## config.mk

```make
export PLATFORM = sky130hd
export DESIGN_NAME = spi_target_flat
export DESIGN_NICKNAME = d
export VERILOG_FILES = /design/src/rtl/spi_target_pkg.sv /design/src/rtl/spi_target_if.sv /design/src/rtl/spi_target_rxfifo.sv /design/src/rtl/spi_target.sv /design/src/flat_wrapper.sv
export SDC_FILE = /design/constraint.sdc
export NUM_CORES = 1
export LEC_CHECK = 0
export CORE_MARGIN = 2
export CORE_UTILIZATION = 50
export CTS_BUF_LIST = sky130_fd_sc_hd__clkbuf_4
export CTS_CLUSTER_SIZE = 12
export DETAILED_ROUTE_END_ITERATION = 16
export PLACE_DENSITY = 0.85
export SYNTH_ARGS = -nofsm -noshare
export SYNTH_HDL_FRONTEND = slang
export SYNTH_SLANG_ARGS = --single-unit
export TNS_END_PERCENT = 30
```

## constraint.sdc

```tcl
create_clock -name i_clk -period 2.6 [get_ports i_clk]
set_input_delay 0.52 -clock i_clk [delete_from_list [all_inputs] [get_ports i_clk]]
set_output_delay 0.52 -clock i_clk [all_outputs]
set_load 0.005 [all_outputs]
```

## src/rtl/spi_target_pkg.sv

```systemverilog
// Shared definitions for the SPI target: default fill byte, default RX
// FIFO depth, bit counter sizing and the two-state frame FSM encoding.
package spi_target_pkg;

    localparam logic [7:0] FILL_DEFAULT     = 8'hFF;
    localparam int         RX_DEPTH_DEFAULT = 4;

    // The bit counter must hold 0..8, so four bits are enough.
    localparam int                     BIT_COUNT_W   = 4;
    localparam logic [BIT_COUNT_W-1:0] BITS_PER_BYTE = 4'd8;
    localparam logic [BIT_COUNT_W-1:0] LAST_BIT      = 4'd7;

    typedef enum logic {
        ST_IDLE  = 1'b0,
        ST_SHIFT = 1'b1
    } spiState_t;

endpackage

```

## src/rtl/spi_target_if.sv

```systemverilog
// Bus bundle between the SPI target and its surroundings: the raw SPI pins
// plus the RX stream, the TX holding-register handshake and status flags.
// Names carry the direction as seen from the target (i_ = into the target).
interface spi_target_if;

    logic       i_ss;
    logic       i_sclk;
    logic       i_mosi;
    logic       o_miso;
    logic       o_miso_oe;
    logic [7:0] o_rx_data;
    logic       o_rx_valid;
    logic       i_rx_ready;
    logic [7:0] i_tx_data;
    logic       i_tx_valid;
    logic       o_tx_ready;
    logic       o_int;
    logic       o_ovf;
    logic       i_ovf_clr;
    logic       o_frame_err;

    modport slave (
        input  i_ss, i_sclk, i_mosi, i_rx_ready, i_tx_data, i_tx_valid, i_ovf_clr,
        output o_miso, o_miso_oe, o_rx_data, o_rx_valid, o_tx_ready, o_int,
               o_ovf, o_frame_err
    );

    modport master (
        output i_ss, i_sclk, i_mosi, i_rx_ready, i_tx_data, i_tx_valid, i_ovf_clr,
        input  o_miso, o_miso_oe, o_rx_data, o_rx_valid, o_tx_ready, o_int,
               o_ovf, o_frame_err
    );

endinterface

```

## src/rtl/spi_target_rxfifo.sv

```systemverilog
// Small valid/ready FIFO holding received bytes. Only built when
// SPI_TARGET_RXFIFO_EN is defined; otherwise the target uses a single
// RX register. DEPTH must be a power of two (pointers wrap naturally).
`ifdef SPI_TARGET_RXFIFO_EN
module spi_target_rxfifo #(
    parameter int DEPTH = 4,
    parameter int WIDTH = 8
) (
    input  logic             i_clk,
    input  logic             i_reset,
    input  logic             i_push,
    input  logic [WIDTH-1:0] i_push_data,
    output logic             o_full,
    output logic [WIDTH-1:0] o_data,
    output logic             o_valid,
    input  logic             i_ready
);

    localparam int             PTR_W      = $clog2(DEPTH);
    localparam logic [PTR_W:0] FULL_COUNT = (PTR_W + 1)'(DEPTH);

    logic [WIDTH-1:0] r_mem [DEPTH];
    logic [PTR_W-1:0] r_wrPtr;
    logic [PTR_W-1:0] r_rdPtr;
    logic [PTR_W:0]   r_count;
    logic             w_write;
    logic             w_pop;

    assign o_full  = (r_count == FULL_COUNT);
    assign o_valid = (r_count != '0);
    assign o_data  = r_mem[r_rdPtr];
    assign w_write = i_push & ~o_full;
    assign w_pop   = o_valid & i_ready;

    // Storage, pointers and occupancy; a push and a pop may share a cycle.
    always_ff @(posedge i_clk) begin
        if (i_reset) begin
            for (int i = 0; i < DEPTH; i++) begin
                r_mem[i] <= '0;
            end
            r_wrPtr <= '0;
            r_rdPtr <= '0;
            r_count <= '0;
        end else begin
            if (w_write) begin
                r_mem[r_wrPtr] <= i_push_data;
                r_wrPtr        <= r_wrPtr + 1'b1;
            end
            if (w_pop) begin
                r_rdPtr <= r_rdPtr + 1'b1;
            end
            case ({w_write, w_pop})
                2'b10:   r_count <= r_count + 1'b1;
                2'b01:   r_count <= r_count - 1'b1;
                default: r_count <= r_count;
            endcase
        end
    end

endmodule
`endif

```

## src/rtl/spi_target.sv

```systemverilog
// SPI target (mode 0, MSB first, 8-bit frames). SS/SCLK/MOSI are
// oversampled in the system clock domain; received bytes leave on a
// valid/ready stream and transmit bytes come from a one-entry holding
// register. Optional feature macro: SPI_TARGET_RXFIFO_EN replaces the
// single RX register with an RX_DEPTH-entry FIFO.
module spi_target
    import spi_target_pkg::*;
#(
    parameter logic [7:0] FILL = FILL_DEFAULT
`ifdef SPI_TARGET_RXFIFO_EN
    ,
    parameter int RX_DEPTH = RX_DEPTH_DEFAULT
`endif
) (
    input logic         i_clk,
    input logic         i_reset,
    spi_target_if.slave bus
);

    logic r_ssSync1, r_ssSync2, r_ssSync3;
    logic r_sclkSync1, r_sclkSync2, r_sclkSync3;
    logic r_mosiSync1, r_mosiSync2;
    logic w_ssFall, w_ssRise, w_sclkRise, w_sclkFall;

    spiState_t              r_state;
    spiState_t              w_stateNext;
    logic [BIT_COUNT_W-1:0] r_bitCount;
    logic [6:0]             r_rxShift;
    logic [7:0]             r_txShift;
    logic                   r_holdFull;
    logic [7:0]             r_holdData;
    logic                   r_ovf;
    logic                   r_frameErr;

    logic       w_loadByte;
    logic       w_shiftRx;
    logic       w_shiftTx;
    logic       w_pushRx;
    logic       w_leaveFrame;
    logic       w_frameErrSet;
    logic       w_rxDrop;
    logic       w_txWrite;
    logic [7:0] w_loadValue;
    logic [7:0] w_rxByte;

    // Two-flop synchronizers plus a third stage on SS/SCLK for edge detection;
    // reset parks them at the idle bus levels so no edge is seen on release.
    always_ff @(posedge i_clk) begin
        if (i_reset) begin
            r_ssSync1   <= 1'b1;
            r_ssSync2   <= 1'b1;
            r_ssSync3   <= 1'b1;
            r_sclkSync1 <= 1'b0;
            r_sclkSync2 <= 1'b0;
            r_sclkSync3 <= 1'b0;
            r_mosiSync1 <= 1'b0;
            r_mosiSync2 <= 1'b0;
        end else begin
            r_ssSync1   <= bus.i_ss;
            r_ssSync2   <= r_ssSync1;
            r_ssSync3   <= r_ssSync2;
            r_sclkSync1 <= bus.i_sclk;
            r_sclkSync2 <= r_sclkSync1;
            r_sclkSync3 <= r_sclkSync2;
            r_mosiSync1 <= bus.i_mosi;
            r_mosiSync2 <= r_mosiSync1;
        end
    end

    assign w_ssFall   = ~r_ssSync2 & r_ssSync3;
    assign w_ssRise   = r_ssSync2 & ~r_ssSync3;
    assign w_sclkRise = r_sclkSync2 & ~r_sclkSync3;
    assign w_sclkFall = ~r_sclkSync2 & r_sclkSync3;

    // A byte start takes the holding register if it is full, else the fill byte.
    assign w_loadValue = r_holdFull ? r_holdData : FILL;
    assign w_rxByte    = {r_rxShift, r_mosiSync2};
    assign w_txWrite   = bus.i_tx_valid & ~r_holdFull;

    // Frame state register.
    always_ff @(posedge i_clk) begin
        if (i_reset) begin
            r_state <= ST_IDLE;
        end else begin
            r_state <= w_stateNext;
        end
    end

    // Next state and per-cycle datapath strobes; SS rise outranks SCLK edges.
    always_comb begin
        w_stateNext   = r_state;
        w_loadByte    = 1'b0;
        w_shiftRx     = 1'b0;
        w_shiftTx     = 1'b0;
        w_pushRx      = 1'b0;
        w_leaveFrame  = 1'b0;
        w_frameErrSet = 1'b0;
        case (r_state)
            ST_IDLE: begin
                if (w_ssFall) begin
                    w_stateNext = ST_SHIFT;
                    w_loadByte  = 1'b1;
                end
            end
            ST_SHIFT: begin
                if (w_ssRise) begin
                    w_stateNext   = ST_IDLE;
                    w_leaveFrame  = 1'b1;
                    w_frameErrSet = (r_bitCount != '0) && (r_bitCount != BITS_PER_BYTE);
                end else if (w_sclkRise && (r_bitCount != BITS_PER_BYTE)) begin
                    w_shiftRx = 1'b1;
                    w_pushRx  = (r_bitCount == LAST_BIT);
                end else if (w_sclkFall) begin
                    if (r_bitCount == BITS_PER_BYTE) begin
                        w_loadByte = 1'b1;
                    end else begin
                        w_shiftTx = 1'b1;
                    end
                end
            end
            default: begin
                w_stateNext = ST_IDLE;
            end
        endcase
    end

    // Bit counter and shift registers; MISO is always bit 7 of the TX shifter.
    // The RX shifter keeps only seven bits: the eighth arrives with the push.
    always_ff @(posedge i_clk) begin
        if (i_reset) begin
            r_bitCount <= '0;
            r_rxShift  <= '0;
            r_txShift  <= '0;
        end else if (w_leaveFrame) begin
            r_bitCount <= '0;
        end else if (w_loadByte) begin
            r_bitCount <= '0;
            r_txShift  <= w_loadValue;
        end else if (w_shiftRx) begin
            r_bitCount <= r_bitCount + 4'd1;
            r_rxShift  <= {r_rxShift[5:0], r_mosiSync2};
        end else if (w_shiftTx) begin
            r_txShift  <= {r_txShift[6:0], 1'b0};
        end
    end

    // TX holding register: a byte-start load empties it, which also blocks a
    // same-cycle write because TX_READY was low while it was full.
    always_ff @(posedge i_clk) begin
        if (i_reset) begin
            r_holdFull <= 1'b0;
            r_holdData <= '0;
        end else if (w_loadByte && r_holdFull) begin
            r_holdFull <= 1'b0;
        end else if (w_txWrite) begin
            r_holdFull <= 1'b1;
            r_holdData <= bus.i_tx_data;
        end
    end

`ifdef SPI_TARGET_RXFIFO_EN
    logic       w_rxFull;
    logic [7:0] w_fifoData;
    logic       w_fifoValid;

    assign w_rxDrop = w_pushRx & w_rxFull;

    spi_target_rxfifo #(
        .DEPTH (RX_DEPTH),
        .WIDTH (8)
    ) u_rxFifo (
        .i_clk       (i_clk),
        .i_reset     (i_reset),
        .i_push      (w_pushRx & ~w_rxFull),
        .i_push_data (w_rxByte),
        .o_full      (w_rxFull),
        .o_data      (w_fifoData),
        .o_valid     (w_fifoValid),
        .i_ready     (bus.i_rx_ready)
    );

    assign bus.o_rx_data  = w_fifoData;
    assign bus.o_rx_valid = w_fifoValid;
`else
    logic [7:0] r_rxData;
    logic       r_rxValid;

    // A new byte is dropped only if the previous one is still unclaimed.
    assign w_rxDrop = w_pushRx & r_rxValid & ~bus.i_rx_ready;

    // Single RX register; accept and push in one cycle replaces the byte.
    always_ff @(posedge i_clk) begin
        if (i_reset) begin
            r_rxData  <= '0;
            r_rxValid <= 1'b0;
        end else if (w_pushRx && !w_rxDrop) begin
            r_rxData  <= w_rxByte;
            r_rxValid <= 1'b1;
        end else if (r_rxValid && bus.i_rx_ready) begin
            r_rxValid <= 1'b0;
        end
    end

    assign bus.o_rx_data  = r_rxData;
    assign bus.o_rx_valid = r_rxValid;
`endif

    // Sticky overflow flag (set beats clear) and the one-cycle frame error pulse.
    always_ff @(posedge i_clk) begin
        if (i_reset) begin
            r_ovf      <= 1'b0;
            r_frameErr <= 1'b0;
        end else begin
            r_frameErr <= w_frameErrSet;
            if (w_rxDrop) begin
                r_ovf <= 1'b1;
            end else if (bus.i_ovf_clr) begin
                r_ovf <= 1'b0;
            end
        end
    end

    assign bus.o_miso      = r_txShift[7];
    assign bus.o_miso_oe   = (r_state == ST_SHIFT);
    assign bus.o_tx_ready  = ~r_holdFull;
    assign bus.o_int       = r_holdFull;
    assign bus.o_ovf       = r_ovf;
    assign bus.o_frame_err = r_frameErr;

endmodule

```

## src/flat_wrapper.sv

```systemverilog
// flat-port wrapper written by rule: the top's interface ports become plain ports
module spi_target_flat import spi_target_pkg::*;
#(
    parameter logic [7:0] FILL = FILL_DEFAULT

)
  (i_clk, i_reset, bus_i_ss, bus_i_sclk, bus_i_mosi, bus_i_rx_ready, bus_i_tx_data, bus_i_tx_valid, bus_i_ovf_clr, bus_o_miso, bus_o_miso_oe, bus_o_rx_data, bus_o_rx_valid, bus_o_tx_ready, bus_o_int, bus_o_ovf, bus_o_frame_err);
  spi_target_if bus_i ();
  input logic i_clk;
  input logic i_reset;
  input wire logic [$bits(bus_i.i_ss)-1:0] bus_i_ss;
  input wire logic [$bits(bus_i.i_sclk)-1:0] bus_i_sclk;
  input wire logic [$bits(bus_i.i_mosi)-1:0] bus_i_mosi;
  input wire logic [$bits(bus_i.i_rx_ready)-1:0] bus_i_rx_ready;
  input wire logic [$bits(bus_i.i_tx_data)-1:0] bus_i_tx_data;
  input wire logic [$bits(bus_i.i_tx_valid)-1:0] bus_i_tx_valid;
  input wire logic [$bits(bus_i.i_ovf_clr)-1:0] bus_i_ovf_clr;
  output wire logic [$bits(bus_i.o_miso)-1:0] bus_o_miso;
  output wire logic [$bits(bus_i.o_miso_oe)-1:0] bus_o_miso_oe;
  output wire logic [$bits(bus_i.o_rx_data)-1:0] bus_o_rx_data;
  output wire logic [$bits(bus_i.o_rx_valid)-1:0] bus_o_rx_valid;
  output wire logic [$bits(bus_i.o_tx_ready)-1:0] bus_o_tx_ready;
  output wire logic [$bits(bus_i.o_int)-1:0] bus_o_int;
  output wire logic [$bits(bus_i.o_ovf)-1:0] bus_o_ovf;
  output wire logic [$bits(bus_i.o_frame_err)-1:0] bus_o_frame_err;
  assign bus_i.i_ss = bus_i_ss;
  assign bus_i.i_sclk = bus_i_sclk;
  assign bus_i.i_mosi = bus_i_mosi;
  assign bus_i.i_rx_ready = bus_i_rx_ready;
  assign bus_i.i_tx_data = bus_i_tx_data;
  assign bus_i.i_tx_valid = bus_i_tx_valid;
  assign bus_i.i_ovf_clr = bus_i_ovf_clr;
  assign bus_o_miso = bus_i.o_miso;
  assign bus_o_miso_oe = bus_i.o_miso_oe;
  assign bus_o_rx_data = bus_i.o_rx_data;
  assign bus_o_rx_valid = bus_i.o_rx_valid;
  assign bus_o_tx_ready = bus_i.o_tx_ready;
  assign bus_o_int = bus_i.o_int;
  assign bus_o_ovf = bus_i.o_ovf;
  assign bus_o_frame_err = bus_i.o_frame_err;
  spi_target #(.FILL(FILL)) u_core (.i_clk(i_clk), .i_reset(i_reset), .bus(bus_i));
endmodule
```

==> key figures <==
Critical path
  • Flop2flop setup slack: 0.63 ns
  • Crit path max-delay family: buffers and inverters
  • CP required: roughly 2.1 ns
  • CP max FO: 11
  • Crit. End Element: output port
  • Critical-path cell list: inv_1 > clkdlybuf4s50_1
  • Data arrival, critical path: ~1.5 ns
  • Worst path buffer plus inverter count: 2
  • Max stage delay on crit path: approximately 0.56 ns
  • Crit path from: u_core.bus.o_int$_SDFFE_PP0P_
  • Kind of critical path: flip-flop to output port
  • Startpoint types: flip-flop
  • Crit-path slowest cell: clkdlybuf4s50_1
  • FF-to-FF Start: u_core.r_bitCount[0]$_SDFFE_PP0P_

Synthesis
  • Mapped Nets: about 230
  • Avg Inst Size Synth: 9.49 µm²
  • Sequential share of the synthesized area: 0.480
  • Count leader, synth: dfxtp_1
  • Synth Cell Area: approximately 0.0020 mm²
  • Dominant synthesized flop cell: dfxtp_1
  • Syn Inst Count: roughly 210
  • Top cell type's share of synthesized area: 0.480
  • Synth area leaders: dfxtp_1 48%, mux2i_1 8.0%, nand2b_1 6.3%
  • Ys Warns: 0
  • Area leader, netlist: dfxtp_1
  • #FFs+latches synth: between 40 and 50
  • Number of flops mapped to enable cells by yosys: 0
  • Library cells used by synthesis: 34
  • Asr flop ratio synth: 0
  • Commonest cells in the netlist: 48 x dfxtp_1, 20 x nand2_1, 20 x nand2b_1

Power
  • Clk network pwr share: 0.326
  • P_int: 1000 µW
  • Net Sw Frac: 0.218
  • Cell Pwr Density: roughly 540 mW/mm²
  • Maximum VDD drop: 371 µV
  • Sequential share of power: 0.594
  • Combinational Power Share: 0.080
  • Tot Pwr: roughly 1300 µW
  • Net Sw Power: around 280 µW
  • Leak pwr: 0.000910 µW

Place
  • Post-Place Setup Slack: roughly 0.56 ns
  • RePlAce Congestion: between 0.7 and 0.8
  • Placed insts: around 280
  • HPWL Detailed: 2.32 mm
  • Port bufs: 30

STA
  • TNS Setup: 0 ns
  • Worst slew pin tran: roughly 0.5 ns
  • Tmin final: a little over 2 ns
  • Rel. slew slack: 0.662
  • Endpoints failing setup: 0
  • Period utilisation layout: 0.779
  • FMAX: ~490 MHz
  • Slew Limit Fails: 0
  • Unrepaired setup endpoints after global routing: false
  • Slack of the critical path: 0.574 ns
  • Final count of hold timing violations: 0
  • Clock skew: around 0.0053 ns

Global routing
  • GRT busiest layer: met2
  • Number of global-route vias before repair: between 1000 and 1500
  • M3 GR Usage: 0.0550
  • GR Util met1: 0.221
  • GRT Overall Usage: 0.165
  • Grt total ovfl: 0
  • Met2 Usage GRT: 0.243
  • Largest net degree at the start of global routing: 38
  • Global-route wire length before repair: roughly 5.7 mm
  • Initial antenna violation count: 0

Clock tree
  • Post CTS Setup Buffer Count: 0
  • Sink Count: 48
  • Clock root buffer: clkbuf_4
  • H-Tree Level Count: 2
  • CTS clock-pin slew for the worst setup and hold paths: around 0.13 ns
  • Post-CTS Hold Fix Bufs: 0
  • Worst-Skew Late Latency: around 0.35 ns
  • CTS tree: built
  • Total CTS buffers: 5
  • PostCTS Resize Cnt: 0
  • Clock tree buffer depth: 2

Worst hold path
  • HP Start: u_core.r_ssSync1$_SDFF_PP1_
  • Hold Path Class: flip-flop to flip-flop

Drt
  • Residual DRC count: 0
  • First-pass DRT Iterations: 4
  • Routed vias: approximately 1500
  • Via density: 5.15
  • Post-Route WL: between 3 and 4 mm
  • DRT iter0 DRCs: 70
  • WL per Instance: about 12 µm
  • ANT nets after route: 0

Status
  • Outcome: finished, final reports clean

Final layout
  • Final #Nets: around 260
  • Non-Filler Instances: 287
  • Ratio of cells with drive above 1 in the final layout: 0.0879
  • Inserted Diodes: 0
  • Synthesis-to-finish area growth: 19.3%
  • Post-layout util: 0.638

Floorplan
  • Row Count: 22
  • Core ar.: around 0.0037 mm²
  • Die width: 67.3 µm
  • Die area: between 0.004 and 0.005 mm²
  • Chip height: about 67 µm
  • # IOs: 31
  • Initial Utilization: 0.535

Job
  • Max Cap Viol: 0
## layout make-up
class | count | area (µm²)
fillers | 322 | 1360
flip-flops and latches | 48 | 961
multi-input cells | 146 | 953
repair buffers | 33 | 323
well taps | 48 | 60.1
clock buffers | 5 | 37.5
clock inverters | 3 | 37.5
inverters | 4 | 15.0
## registers in the layout, indices dropped and copies added (netlist names), 4 cells and up
register and flops:
u_core.bus.o_rx_data 8, u_core.r_bitCount 4, u_core.r_holdData 8, u_core.r_rxShift 7
u_core.r_txShift 8
## final timing paths
kind | endpoint | cells past startpoint
setup / recovery | bus_o_tx_ready | 2
hold / removal | u_core.r_ssSync2$_SDFF_PP1_ | 1
setup reg to reg | u_core.r_txShift[4]$_SDFFE_PP0P_ | 6
hold reg to reg | u_core.r_ssSync2$_SDFF_PP1_ | 1
## worst reg2reg max path, stage by stage, from the launching register on
cell and delay (ns):
dfxtp_1 0.38, inv_1 0.08, ha_1 0.22, nor2b_1 0.16, a41o_4 0.32, or3_2 0.47, a32o_1 0.27
## metrics by stage
stage	hold WS [ns]	area, µm²
after floorplan	0.389	2000
final	0.417	2390
after global routing	0.434	2390
after CTS	0.422	2390
after global placement	0.394	2310
after detailed placement	0.394	2310
## layout by cell type (no fill, tap or decap)
cell             count
nor3b_1              1
nor2b_1              9
a21oi_1             14
o21ai_0             10
or4_1                1
nand3b_1             1
buf_4                3
xnor2_1              1
a31oi_1              1
inv_1                4
clkdlybuf4s50_1     30
or3_1                5
clkbuf_4             5
o21bai_1             1
nor2_1              17
o31ai_1              1
clkinv_1             2
ha_1                 2
bufinv_16            1
or3_2                5
nor3_4               1
nand2_1             20
a32o_1               7
nor4b_1              1
nand4_1              2
a41o_4               1
dfxtp_1             48
nand2b_1            20
a211o_1              1
and2b_1              2
nor2b_4              1
mux2i_1             16
or2_2                3
o22ai_1              1
nor4b_2              1
## kinds of logic (layout without fill, tap and decap cells)
kind of cell | count (synthesis) | count (layout) | synth area share
adders and majority gates | 2 | 2 | 0.0125
DFF | 48 | 48 | 0.480
buffers and inverters | 17 | 45 | 0.0469
xor gates and xnor gates | 1 | 1 | 0.00438
and+or+nand+nor | 90 | 90 | 0.253
AOI/OAI and AO/OA | 37 | 37 | 0.124
muxes | 16 | 16 | 0.0800
## power groups by stage
stage                     Sequential, µW  Clock, µW  Combinational (µW)
after global routing                 766        463                 114
final                                763        419                 103
after detailed placement             780          0                 102
after global placement               779          0                 101
after floorplan                      776          0                68.9
after CTS                            763        431                 103
## per-layer routing
metal | routed length, µm | up-vias
met2 | 1500 | 36
li1 | - | 778
met1 | 1610 | 658
met5 | 0 | -
met3 | 149 | 5
met4 | 55 | 0
(Power assumes the default switching activity.)
